<file path="config.mk">
export PLATFORM = sky130hd
export DESIGN_NAME = instr_loader
export DESIGN_NICKNAME = d
export VERILOG_FILES = /design/src/rtl/instr_loader_pkg.sv /design/src/rtl/instr_loader_xor_checksum.sv /design/src/rtl/instr_loader.sv
export SDC_FILE = /design/constraint.sdc
export NUM_CORES = 1
export LEC_CHECK = 0
export ABC_AREA = 0
export CORE_ASPECT_RATIO = 1.25
export CORE_UTILIZATION = 45
export CTS_CLUSTER_DIAMETER = 200
export DETAILED_ROUTE_END_ITERATION = 8
export GPL_TIMING_DRIVEN = 0
export PLACE_DENSITY = 0.71
export REMOVE_ABC_BUFFERS = 1
export SKIP_LAST_GASP = 1
export SYNTH_ARGS = -nofsm -noshare
export SYNTH_HDL_FRONTEND = slang
export SYNTH_HIERARCHICAL = 1
export SYNTH_SLANG_ARGS = --single-unit
</file>
<file path="constraint.sdc">
create_clock -name clock -period 4.48 [get_ports clock]
set_input_delay 0.672 -clock clock [delete_from_list [all_inputs] [get_ports clock]]
set_output_delay 0.672 -clock clock [all_outputs]
set_load 0.01 [all_outputs]
</file>
<file path="src/rtl/instr_loader_pkg.sv">
// Shared types and constants for the instruction-memory loader.
package instr_loader_pkg;

  localparam int unsigned AddrWDefault = 5;
  localparam int unsigned DataWDefault = 16;
  localparam int unsigned CsumW        = 8;
  localparam bit          HighByteFirst = 1'b1;

  typedef enum logic [2:0] {
    StIdle,
    StHi,
    StLo,
    StWrite,
    StChk,
    StRun,
    StErr
  } state_e;

  // Assemble a 16-bit instruction from two bytes in arrival order.
  function automatic logic [15:0] pack_word(input logic [7:0] first, input logic [7:0] second);
    return HighByteFirst ? {first, second} : {second, first};
  endfunction

endpackage

</file>
<file path="src/rtl/instr_loader_xor_checksum.sv">
// 8-bit XOR accumulator with clear/enable and an equality compare against a probe byte.
module instr_loader_xor_checksum
  import instr_loader_pkg::*;
(
  input  logic             clock,
  input  logic             reset,
  input  logic             clear,
  input  logic             en,
  input  logic [CsumW-1:0] din,
  input  logic [CsumW-1:0] cmp,
  output logic             match
);

  logic [CsumW-1:0] sum_q;

  always_ff @(posedge clock) begin
    if (reset || clear) begin
      sum_q <= '0;
    end else if (en) begin
      sum_q <= sum_q ^ din;
    end
  end

  assign match = (sum_q == cmp);

endmodule

</file>
<file path="src/rtl/instr_loader.sv">
// Packs a host byte stream into instructions, writes them to imem, verifies an XOR checksum
// and only then releases the core.
module instr_loader
  import instr_loader_pkg::*;
#(
  parameter int unsigned ADDR_W = AddrWDefault,
  parameter int unsigned DATA_W = DataWDefault
) (
  input  logic              clock,
  input  logic              reset,
  input  logic              load_start,
  input  logic [ADDR_W-1:0] load_len,
  input  logic [7:0]        in_byte,
  input  logic              in_valid,
  output logic              in_ready,
  output logic              imem_we,
  output logic [ADDR_W-1:0] imem_addr,
  output logic [DATA_W-1:0] imem_wdata,
  output logic              core_rst,
  output logic              core_run,
  output logic              load_err
);

  state_e            state_q, state_d;
  logic [ADDR_W-1:0] cnt_q, cnt_d;
  logic [ADDR_W-1:0] addr_q, addr_d;
  logic [7:0]        first_q, first_d;
  logic              we_q, we_d;
  logic [ADDR_W-1:0] waddr_q, waddr_d;
  logic [DATA_W-1:0] wdata_q, wdata_d;
  logic              rst_q, rst_d;
  logic              run_q, run_d;
  logic              err_q, err_d;
  logic              accept;
  logic              cs_clear, cs_en, cs_match;

  instr_loader_xor_checksum u_csum (
    .clock (clock),
    .reset (reset),
    .clear (cs_clear),
    .en    (cs_en),
    .din   (in_byte),
    .cmp   (in_byte),
    .match (cs_match)
  );

  always_comb begin
    state_d  = state_q;
    cnt_d    = cnt_q;
    addr_d   = addr_q;
    first_d  = first_q;
    we_d     = 1'b0;
    waddr_d  = '0;
    wdata_d  = '0;
    rst_d    = 1'b0;
    run_d    = 1'b0;
    err_d    = 1'b0;
    cs_clear = 1'b0;
    cs_en    = 1'b0;
    // load_start wins over a byte offered in the same cycle.
    in_ready = ((state_q == StHi) || (state_q == StLo) || (state_q == StChk)) && !load_start;
    accept   = in_ready && in_valid;

    if (load_start) begin
      state_d  = StHi;
      cnt_d    = load_len;
      addr_d   = '0;
      cs_clear = 1'b1;
    end else begin
      unique case (state_q)
        StIdle: ;
        StHi: begin
          if (accept) begin
            first_d = in_byte;
            cs_en   = 1'b1;
            state_d = StLo;
          end
        end
        StLo: begin
          if (accept) begin
            cs_en   = 1'b1;
            we_d    = 1'b1;
            waddr_d = addr_q;
            wdata_d = DATA_W'(pack_word(first_q, in_byte));
            state_d = StWrite;
          end
        end
        StWrite: begin
          if (cnt_q == '0) begin
            state_d = StChk;
          end else begin
            cnt_d   = cnt_q - 1'b1;
            addr_d  = addr_q + 1'b1;
            state_d = StHi;
          end
        end
        StChk: begin
          if (accept) begin
            if (cs_match) begin
              state_d = StRun;
              rst_d   = 1'b1;
              run_d   = 1'b1;
            end else begin
              state_d = StErr;
              err_d   = 1'b1;
            end
          end
        end
        StRun:   run_d = 1'b1;
        StErr:   err_d = 1'b1;
        default: state_d = StIdle;
      endcase
    end
  end

  always_ff @(posedge clock) begin
    if (reset) begin
      state_q <= StIdle;
      cnt_q   <= '0;
      addr_q  <= '0;
      first_q <= '0;
      we_q    <= 1'b0;
      waddr_q <= '0;
      wdata_q <= '0;
      rst_q   <= 1'b0;
      run_q   <= 1'b0;
      err_q   <= 1'b0;
    end else begin
      state_q <= state_d;
      cnt_q   <= cnt_d;
      addr_q  <= addr_d;
      first_q <= first_d;
      we_q    <= we_d;
      waddr_q <= waddr_d;
      wdata_q <= wdata_d;
      rst_q   <= rst_d;
      run_q   <= run_d;
      err_q   <= err_d;
    end
  end

  assign imem_we    = we_q;
  assign imem_addr  = waddr_q;
  assign imem_wdata = wdata_q;
  assign core_rst   = rst_q;
  assign core_run   = run_q;
  assign load_err   = err_q;

endmodule

</file>
# --- After elaboration in Yosys (flattened, before gate mapping) ---
# Cells that the tools add are included.
word_totals:
  word_cells: 76
  register_bits: 54
  input_bits: 17
op_classes:
  addsub: 2
  n_bitwise: 7
  n_eq_ne: 15
  muxes: 20
  n_reduce_logical: 20
ops:
  columns: ["op", "count"]
  rows:
  - ["two-way mux 5 bit", 3]
  - ["case mux 3 bit (5 select lines)", 1]
  - ["two-way mux 3 bit", 4]
  - ["equality test 3 bit, second input constant", 3]
  - ["two-way mux 1 bit", 9]
  - ["!= test 3 bit, second input constant", 3]
  - ["OR reduction 3 bit", 3]
  - ["equality test 8 bit", 1]
  - ["!= test 2 bit, second input constant", 4]
  - ["AND reduction 4 bit", 2]
  - ["bitwise XOR 8 bit", 1]
  - ["equality test 3 x 2 -> 1 bit, second input constant", 2]
  - ["NOT 1 bit", 6]
  - ["adder 5 x 1 -> 5 bit, second input constant", 1]
  - ["zero test 5 bit", 1]
  - ["subtractor 5 x 1 -> 5 bit, second input constant", 1]
  - ["case mux 1 bit (2 select lines)", 2]
  - ["AND reduction 2 bit", 2]
  - ["OR reduction 2 bit", 2]
  - ["OR reduction 4 bit", 1]
  - ["equality test 3 x 1 -> 1 bit, second input constant", 1]
  - ["zero test 3 bit", 1]
  - ["logical OR 1 bit", 3]
  - ["AND reduction 3 bit", 1]
  - ["other kinds (5)", 6]

# --- Logic depth before layout (Yosys ltp) ---
# Gate-level depths: netlist of the first run.
logic_depth:
  depth_word: 8
  depth_mapped: 8
  depth_no_buf: 6

# --- Cells and area by module ---
# Netlist of the first run, hierarchy kept.
modules_own_cells:
  columns: ["mod", "n_inst", "seq_area_each_um2", "area_per_inst_um2", "cells_each"]
  rows:
  - ["instr_loader", 1, 920.9, 1773.0, 183]
  - ["instr_loader_xor_checksum", 1, 160.2, 401.6, 46]

# --- Least setup slack after synthesis of the first run ---
# No wires, ideal clock.
synth_path:
  kind: "register -> register"
  start: "register cnt_q[0]"
  end: "register cnt_q[0]"
  synth_period_minus_slack_ns: 1.751
  t_arrival_ns: 1.637
  path_stages_with_launch: 9
  path_slack_ns: 2.729
  cell_sequence: "dfxtp_1 > inv_1 > ha_1 > or4b_4 > buf_6 > and2_4 > buf_6 > xnor2_1 > o21a_1"
synth_between:
  elab_chain_len: 4
  elab_cells_between_ends: 7
  classes_between: "add/sub (1); eq/ne (1); mux (3); reduce/logical (2)"
synth_lines:
  columns: ["item", "line", "text"]
  rows:
  - ["start: declaration", "instr_loader.sv:25", "logic [ADDR_W-1:0] cnt_q, cnt_d;"]
  - ["start signal: assignment", "instr_loader.sv:130", "cnt_q <= cnt_d;"]
  - ["subtractor 5 x 1 -> 5 bit", "instr_loader.sv:92", "cnt_d = cnt_q - 1'b1;"]
  - ["two-way mux 5 bit", "instr_loader.sv:89", "if (cnt_q == '0) begin"]
  - ["two-way mux 5 bit", "instr_loader.sv:70", "unique case (state_q)"]
  - ["two-way mux 5 bit", "instr_loader.sv:64", "if (load_start) begin"]
# Parallel ways exist; a longest one is shown, timed or not. The select of a mux whose other input is x is not followed.
# A chain may end at the register's enable or synchronous reset.

# --- Worst setup path in the final report of the first run ---
layout_path:
  start: "input port load_start"
  end: "output port in_ready"
layout_between:
  elab_chain_len: 2
layout_lines:
  columns: ["item", "line", "text"]
  rows:
  - ["start: declaration", "instr_loader.sv:11", "input logic load_start,"]
  - ["zero test 1 bit", "instr_loader.sv:61", "in_ready = ((state_q == StHi) || (state_q == StLo) || (state_q == StChk)) && !load_start;"]
  - ["logical AND 1 bit", "instr_loader.sv:61", null]
  - ["end: declaration", "instr_loader.sv:15", "output logic in_ready,"]
# Every way passes these cells.

==> impl_metrics.py, run 1 <==
metrics = {
    "logic_synthesis": {
        "synthXorXnorAreaFrac_pct": 9.26,
        "ys_seq_area_share_pct": 49.7,
        "postSynth.asyncResetShare_pct": 0,
        "yosys.area_share.adder_pct": 1.73,
        "synth_ff_type": "dfxtp_1",
        "synth_cell_types": 41,
        "synth_top_family_by_area": "simple AND/OR/NAND/NOR gates",
        "synth_enable_flop_cells": 0,
        "yosysWarnings": 6,
        "netlist_area_sq_um": 2170,
        "synthMuxAreaShare_pct": 4.14,
        "avgSynthCellArea_sq_um": 9.50,
        "ys_seq_elements": 54,
        "synthSimpleGateAreaFrac_pct": 21.6,
        "netlist_instances": 229,
        "synth_compound_area_share_pct": 8.69,
    },
    "final_layout": {
        "area_delta_synth_final_pct": 24.9,
        "final.fill_count": 404,
        "multi_input_area_sq_um": 992,
        "ff_latch_area_sq_um": 1080,
        "n_antenna_cell": 0,
        "design_area_sq_um": 2720,
        "nets": 285,
        "drive_above_1_share_pct": 6.02,
    },
    "clocking": {
        "cts_max_path_buffers": 2,
        "post_cts_buffers": 0,
        "cts_buffers": 5,
        "clkLatencyLatePin_ns": 0.31,
        "hold_buffers": 0,
        "cts_tree": "yes",
        "clock-root-buffer": "clkbuf_8",
        "cts.sinks": 54,
        "clkTransAtPathRegs_ns": 0.09,
        "cts_resized": 0,
        "htree_num_levels": 2,
    },
    "global_routing": {
        "antenna_found_initial": 0,
        "globalRouteTotalUtil_pct": 16.0,
        "grt_start_max_net_pins": 23,
        "grt_pass1_wl_mm": 6.35,
        "grt-ovfl-total": 0,
        "grt_pass1_vias": 1427,
    },
    "routing": {
        "wl_per_cell_microns": 11.6,
        "vias_per_cell": 4.96,
        "drt_iter0_markers": 72,
        "drtAntennaViolNets": 0,
        "drc_errors": 0,
        "vias": 1606,
        "totalWireLength_mm": 3.75,
        "firstDrtPassIters": 4,
    },
    "timing": {
        "final_max_slew_viol_count": 0,
        "rsz0062_at_grt": "no",
        "finalCriticalPeriod_ns": 2.74,
        "tns_ns": 0,
        "fin_skew_ns": 0.00557,
        "final_hold_viol_count": 0,
        "tightest_slew_ns": 0.848,
        "setup_violations": 0,
        "fmax_mhz": 365,
        "slew_headroom_pct": 43.0,
        "fin_crit_sh_pct": 61.1,
    },
    "setup_path": {
        "cp_max_fo": 14,
        "worstSetupPathType": "in2out",
        "cp.required_ns": 3.81,
        "critical_path_arrival_ns": 2.06,
        "end_kind": "output pin",
        "worst_setup_path_start_kind": "input pin",
    },
    "job": {
        "cap_violations": 0,
    },
    "floorplan": {
        "initial_core_util_pct": 48.0,
        "die_w_microns": 64.2,
        "rows": 27,
        "die_area_sq_um": 5120,
        "fp.coreArea_sq_um": 4530,
        "ioPinCount": 43,
        "die_h_microns": 79.7,
    },
    "power_and_ir_drop": {
        "p_int_mw": 0.690,
        "power_frac_seq_pct": 55.4,
        "power_switching_mw": 0.203,
        "ir_drop_v": 0.000181,
        "leakagePower_nw": 0.987,
        "p_sw_share_pct": 22.7,
        "power_density_nw_per_um2": 329,
        "power.total_mw": 0.893,
        "power.share.clock_pct": 36.7,
        "comb_power_share_pct": 7.9,
    },
    "placement": {
        "place_area_sq_um": 2600,
        "dp_hpwl_mm": 2.60,
        "port_buffers": 42,
        "place.gp.congestion": 0.748,
    },
    "hold_path": {
        "min_path_type": "reg2reg",
    },
    "status": {
        "status": "finished, final reports clean",
    },
}
[routing by layer]
| layer | share of wire, % | GRT usage (%) | vias up |
|---|---|---|---|
| li1 | - | - | 823 |
| met1 | 44 | 18.1 | 741 |
| met2 | 50 | 29.1 | 36 |
| met3 | 4.0 | 3.29 | 6 |
| met4 | 1.5 | 6.00 | 0 |
| met5 | 0 | 0 | - |
[cell usage in the layout, fill, tap and decap left out, types with 5 or more instances in the layout]
cell | synthesis | layout
a21oi_1 | 9 | 9
and2_1 | 21 | 21
clkbuf_8 | 0 | 5
clkdlybuf4s50_1 | 0 | 42
dfxtp_1 | 54 | 54
inv_1 | 6 | 6
mux2i_1 | 9 | 9
nand2_1 | 12 | 12
nand2b_1 | 5 | 5
nor2_1 | 29 | 29
nor3_1 | 7 | 6
xnor2_1 | 11 | 11
xor2_1 | 12 | 12
[power by group through the flow]
stage	clock (mW)	sequential, mW	combinational [mW]
6_report	0.328	0.494	0.0710
4_1_cts	0.339	0.494	0.0717
3_5_place_dp	0	0.506	0.0710
5_1_grt	0.355	0.496	0.0786
2_1_floorplan	0	0.504	0.0401
3_3_place_gp	0	0.505	0.0695
[logic make-up after synthesis]
| group | after synthesis |
|---|---|
| xor+xnor | 23 |
| simple gates | 91 |
| fa+ha+maj | 3 |
| flops | 54 |
| compound gates | 28 |
| buf+inv | 21 |
| mux | 9 |
[synthesized netlist by cell type (all sizes together), types with 2 or more instances]
| master | number | area share [%] |
|---|---|---|
| inv | 7 | 1.2 |
| a31oi | 3 | 0.86 |
| nor4 | 2 | 0.58 |
| clkbuf | 8 | 1.4 |
| buf | 6 | 2.3 |
| nor2 | 29 | 5.0 |
| a22o | 2 | 0.81 |
| ha | 3 | 1.7 |
| xor2 | 12 | 4.8 |
| xnor2 | 11 | 4.4 |
| o21a | 2 | 0.69 |
| mux2i | 9 | 4.1 |
| nor3 | 7 | 1.6 |
| and2 | 22 | 6.4 |
| nand2b | 5 | 1.4 |
| a21oi | 10 | 2.5 |
| nand3 | 4 | 0.92 |
| o21ai | 3 | 0.69 |
| nand2 | 12 | 2.1 |
| dfxtp | 54 | 50 |
| or2 | 2 | 0.58 |
| nand4 | 2 | 0.58 |
| o21bai | 2 | 0.69 |
| a211oi | 3 | 1.0 |
[cell type report]
| class | instances | area share (%) |
|---|---|---|
| Clock inverter | 3 | 1.61 |
| Clock buffer | 5 | 2.53 |
| Timing Repair Buffer | 43 | 15.9 |
| Inverter | 7 | 0.967 |
| Sequential cell | 54 | 39.8 |
| Multi-Input combinational cell | 154 | 36.5 |
| Tap cell | 58 | 2.67 |
[final timing paths]
| path | from | endpoint | slack (ns) | depth (start not counted) |
|---|---|---|---|---|
| worst min register to register | first_q[0] | imem_wdata[8] | 0.46 | 1 |
| worst max-delay path | load_start | in_ready | 1.74 | 3 |
| worst min-delay path | first_q[0] | imem_wdata[8] | 0.46 | 1 |
| worst max register to register | state_q[1] | u_csum/sum_q[6] | 2.53 | 5 |
[flip-flops by register name (all words and copies together), names as in the netlist]
signal	cells
first_q	8
imem_wdata	16
addr_q	5
imem_addr	5
state_q	3
u_csum/sum_q	8
core_rst	1
cnt_q	5
load_err	1
imem_we	1
core_run	1
[through the flow]
step                util, %  setup WS [ns]  std cells  hold slack, ns
floorplan                 -           2.28        215           0.429
global placement       57.2          0.985        315           0.438
detailed placement     57.5           1.62        316           0.446
CTS                    60.0           1.73        324           0.471
global route           60.0           1.67        324           0.491
finish                 60.0           1.74        324           0.464
[critical path, stage by stage]
cell	delay [ns]
clkdlybuf4s50_1	0.64
nor2_1	0.20
clkdlybuf4s50_1	0.55
Note: power is estimated with default switching activity, not from simulation.
==> inputs of run 2 (changes only) <==
Settings changed: PLACE_DENSITY 0.71 to 0.74.
Clock period 4.48 ns to 2.23 ns, I/O delays scaled along.
==> run 2 against run 1 <==
Combinational power grew 100%. Sequential power grew 100%. First-iteration DRC count shrank 13%. Clock power grew 110%. Hold slack gained 0.0012 ns. Worst setup slack lost 1.5 ns. Non-clock buffer count is the same. Clock skew shrank 0.0017 ns. Sequential share of layout area shrank 0.14 points. Design area grew 0.83%. Wire length grew 2.5%.
==> impl_metrics.py, run 2 (synthesis gave the netlist of run 1 again) <==
metrics = {
    "status": {
        "status": "finished, final reports clean",
    },
    "timing": {
        "final_max_slew_viol_count": 0,
        "fmax_mhz": 496,
        "setup_violations": 0,
        "fin_skew_ns": 0.00389,
        "finalCriticalPeriod_ns": 2.02,
        "rsz0062_at_grt": "no",
        "tightest_slew_ns": 0.687,
        "slew_headroom_pct": 54.1,
        "fin_crit_sh_pct": 90.4,
        "setup_ws_ns": 0.215,
        "final_hold_viol_count": 0,
    },
    "setup_path": {
        "worstSetupPathType": "in2reg",
        "cp_slowest_cell": "clkdlybuf4s50_1",
        "cp.depth": 4,
        "worstSetupStartpoint": "reset",
        "crit_family": "simple AND/OR/NAND/NOR gates",
        "cp.required_ns": 2.48,
        "r2r-start": "cnt_q[0]",
        "worstPathCellList": "clkdlybuf4s50_1, nor2_1, and4_2, and2_1",
        "reg2reg_to": "cnt_q[0]",
        "crit_end": "imem_addr[2]",
        "worst_setup_path_start_kind": "input pin",
        "max_stage_delay_ns": 0.77,
        "critical_path_arrival_ns": 2.26,
        "worst-path-buf-inv": 1,
        "reg2reg_slack_ns": 0.52,
        "end_kind": "flip-flop",
        "cp_max_fo": 22,
        "r2r_cells": 6,
    },
    "clocking": {
        "post_cts_buffers": 0,
        "cts.sinks": 54,
        "htree_num_levels": 2,
        "clkTransAtPathRegs_ns": 0.09,
        "clock-root-buffer": "clkbuf_8",
        "cts_max_path_buffers": 2,
        "cts_tree": "yes",
        "clkLatencyLatePin_ns": 0.30,
        "cts_buffers": 5,
    },
    "power_and_ir_drop": {
        "leakagePower_nw": 1.01,
        "power_density_nw_per_um2": 663,
        "ir_drop_v": 0.000339,
    },
    "global_routing": {
        "grt-ovfl-total": 0,
        "antenna_found_initial": 0,
        "globalRouteTotalUtil_pct": 17.0,
        "grt_pass1_vias": 1466,
        "grt_pass1_wl_mm": 6.63,
        "grt_start_max_net_pins": 23,
    },
    "final_layout": {
        "largest_reg_flops": 16,
        "final_cell_count_no_fill": 324,
        "final.fill_count": 411,
        "area_delta_synth_final_pct": 25.9,
        "post-route-util_pct": 60.5,
        "n_antenna_cell": 0,
        "final_cell_mix": "dfxtp_1, clkdlybuf4s50_1, nor2_1, and2_1",
        "drive_above_1_share_pct": 7.52,
        "nets": 285,
        "final_common_cell": "dfxtp_1",
    },
    "floorplan": {
        "die_area_sq_um": 5120,
        "fp.coreArea_sq_um": 4530,
        "initial_core_util_pct": 48.0,
        "rows": 27,
        "die_h_microns": 79.7,
        "die_w_microns": 64.2,
        "ioPinCount": 43,
    },
    "routing": {
        "vias": 1587,
        "totalWireLength_mm": 3.84,
        "drtAntennaViolNets": 0,
        "drc_errors": 0,
        "drt_iter0_markers": 63,
        "firstDrtPassIters": 4,
        "vias_per_cell": 4.90,
        "wl_per_cell_microns": 11.8,
    },
    "placement": {
        "place.gp.congestion": 0.766,
        "dp_cells": 316,
        "dp_hpwl_mm": 2.64,
        "port_buffers": 42,
        "dp_slack_ns": -0.341,
    },
    "hold_path": {
        "min_path_type": "reg2reg",
    },
    "job": {
        "cap_violations": 0,
    },
}
## run 2: timing repair
item	CTS	global route
endpoints found under the hold margin	0	0
gates resized for setup	3	3
setup endpoints to repair	29	1
hold buffers	0	0
## run 2: where the power goes
| group | internal (mW) | switching [mW] | total [mW] | leakage, nW |
|---|---|---|---|---|
| Clock | 0.369 | 0.311 | 0.680 | 0.0618 |
| Combinational | 0.0722 | 0.0705 | 0.143 | 0.509 |
| Sequential | 0.978 | 0.0156 | 0.993 | 0.438 |
| Total | 1.42 | 0.397 | 1.82 | 1.01 |
## run 2: worst min-delay path by stage
stage / start / end / slack [ns] / cells past startpoint
global route: first_q[1] / imem_wdata[9] / 0.50 / 1
global placement: first_q[2] / imem_wdata[10] / 0.44 / 1
CTS: first_q[3] / imem_wdata[11] / 0.47 / 1
finish: first_q[0] / imem_wdata[8] / 0.47 / 1
detailed placement: first_q[3] / imem_wdata[11] / 0.44 / 1
floorplan: reset / first_q[0] / 0.41 / 1
## run 2: stage by stage
stage                     area (sq um)  hold slack (ns)  total power [mW]  setup TNS [ns]
after floorplan                   2090            0.407              1.09               0
after CTS                         2730            0.470              1.84               0
after global routing              2740            0.495              1.90               0
after detailed placement          2600            0.442              1.16           -10.0
after global placement            2590            0.437              1.15          -17.41
final                             2740            0.465              1.82               0
## run 2: final cells by class
class | count | area, sq um | share of cell area [%]
Sequential cell | 54 | 1090 | 39.7
Multi-Input combinational cell | 154 | 998 | 36.5
Timing Repair Buffer | 43 | 434 | 15.9
Clock buffer | 6 | 82.6 | 3.02
Tap cell | 58 | 72.6 | 2.65
Clock inverter | 2 | 38.8 | 1.42
Inverter | 7 | 26.3 | 0.959
## run 2: routing by layer
metal / wire (microns) / part of all wire [%] / vias up / global-route usage [%]
met4: 59 / 1.5 / 0 / 6.67
met3: 166 / 4.3 / 6 / 4.86
met2: 1960 / 51 / 37 / 29.4
met5: 0 / 0 / - / 0
li1: - / - / 821 / -
met1: 1650 / 43 / 723 / 19.7
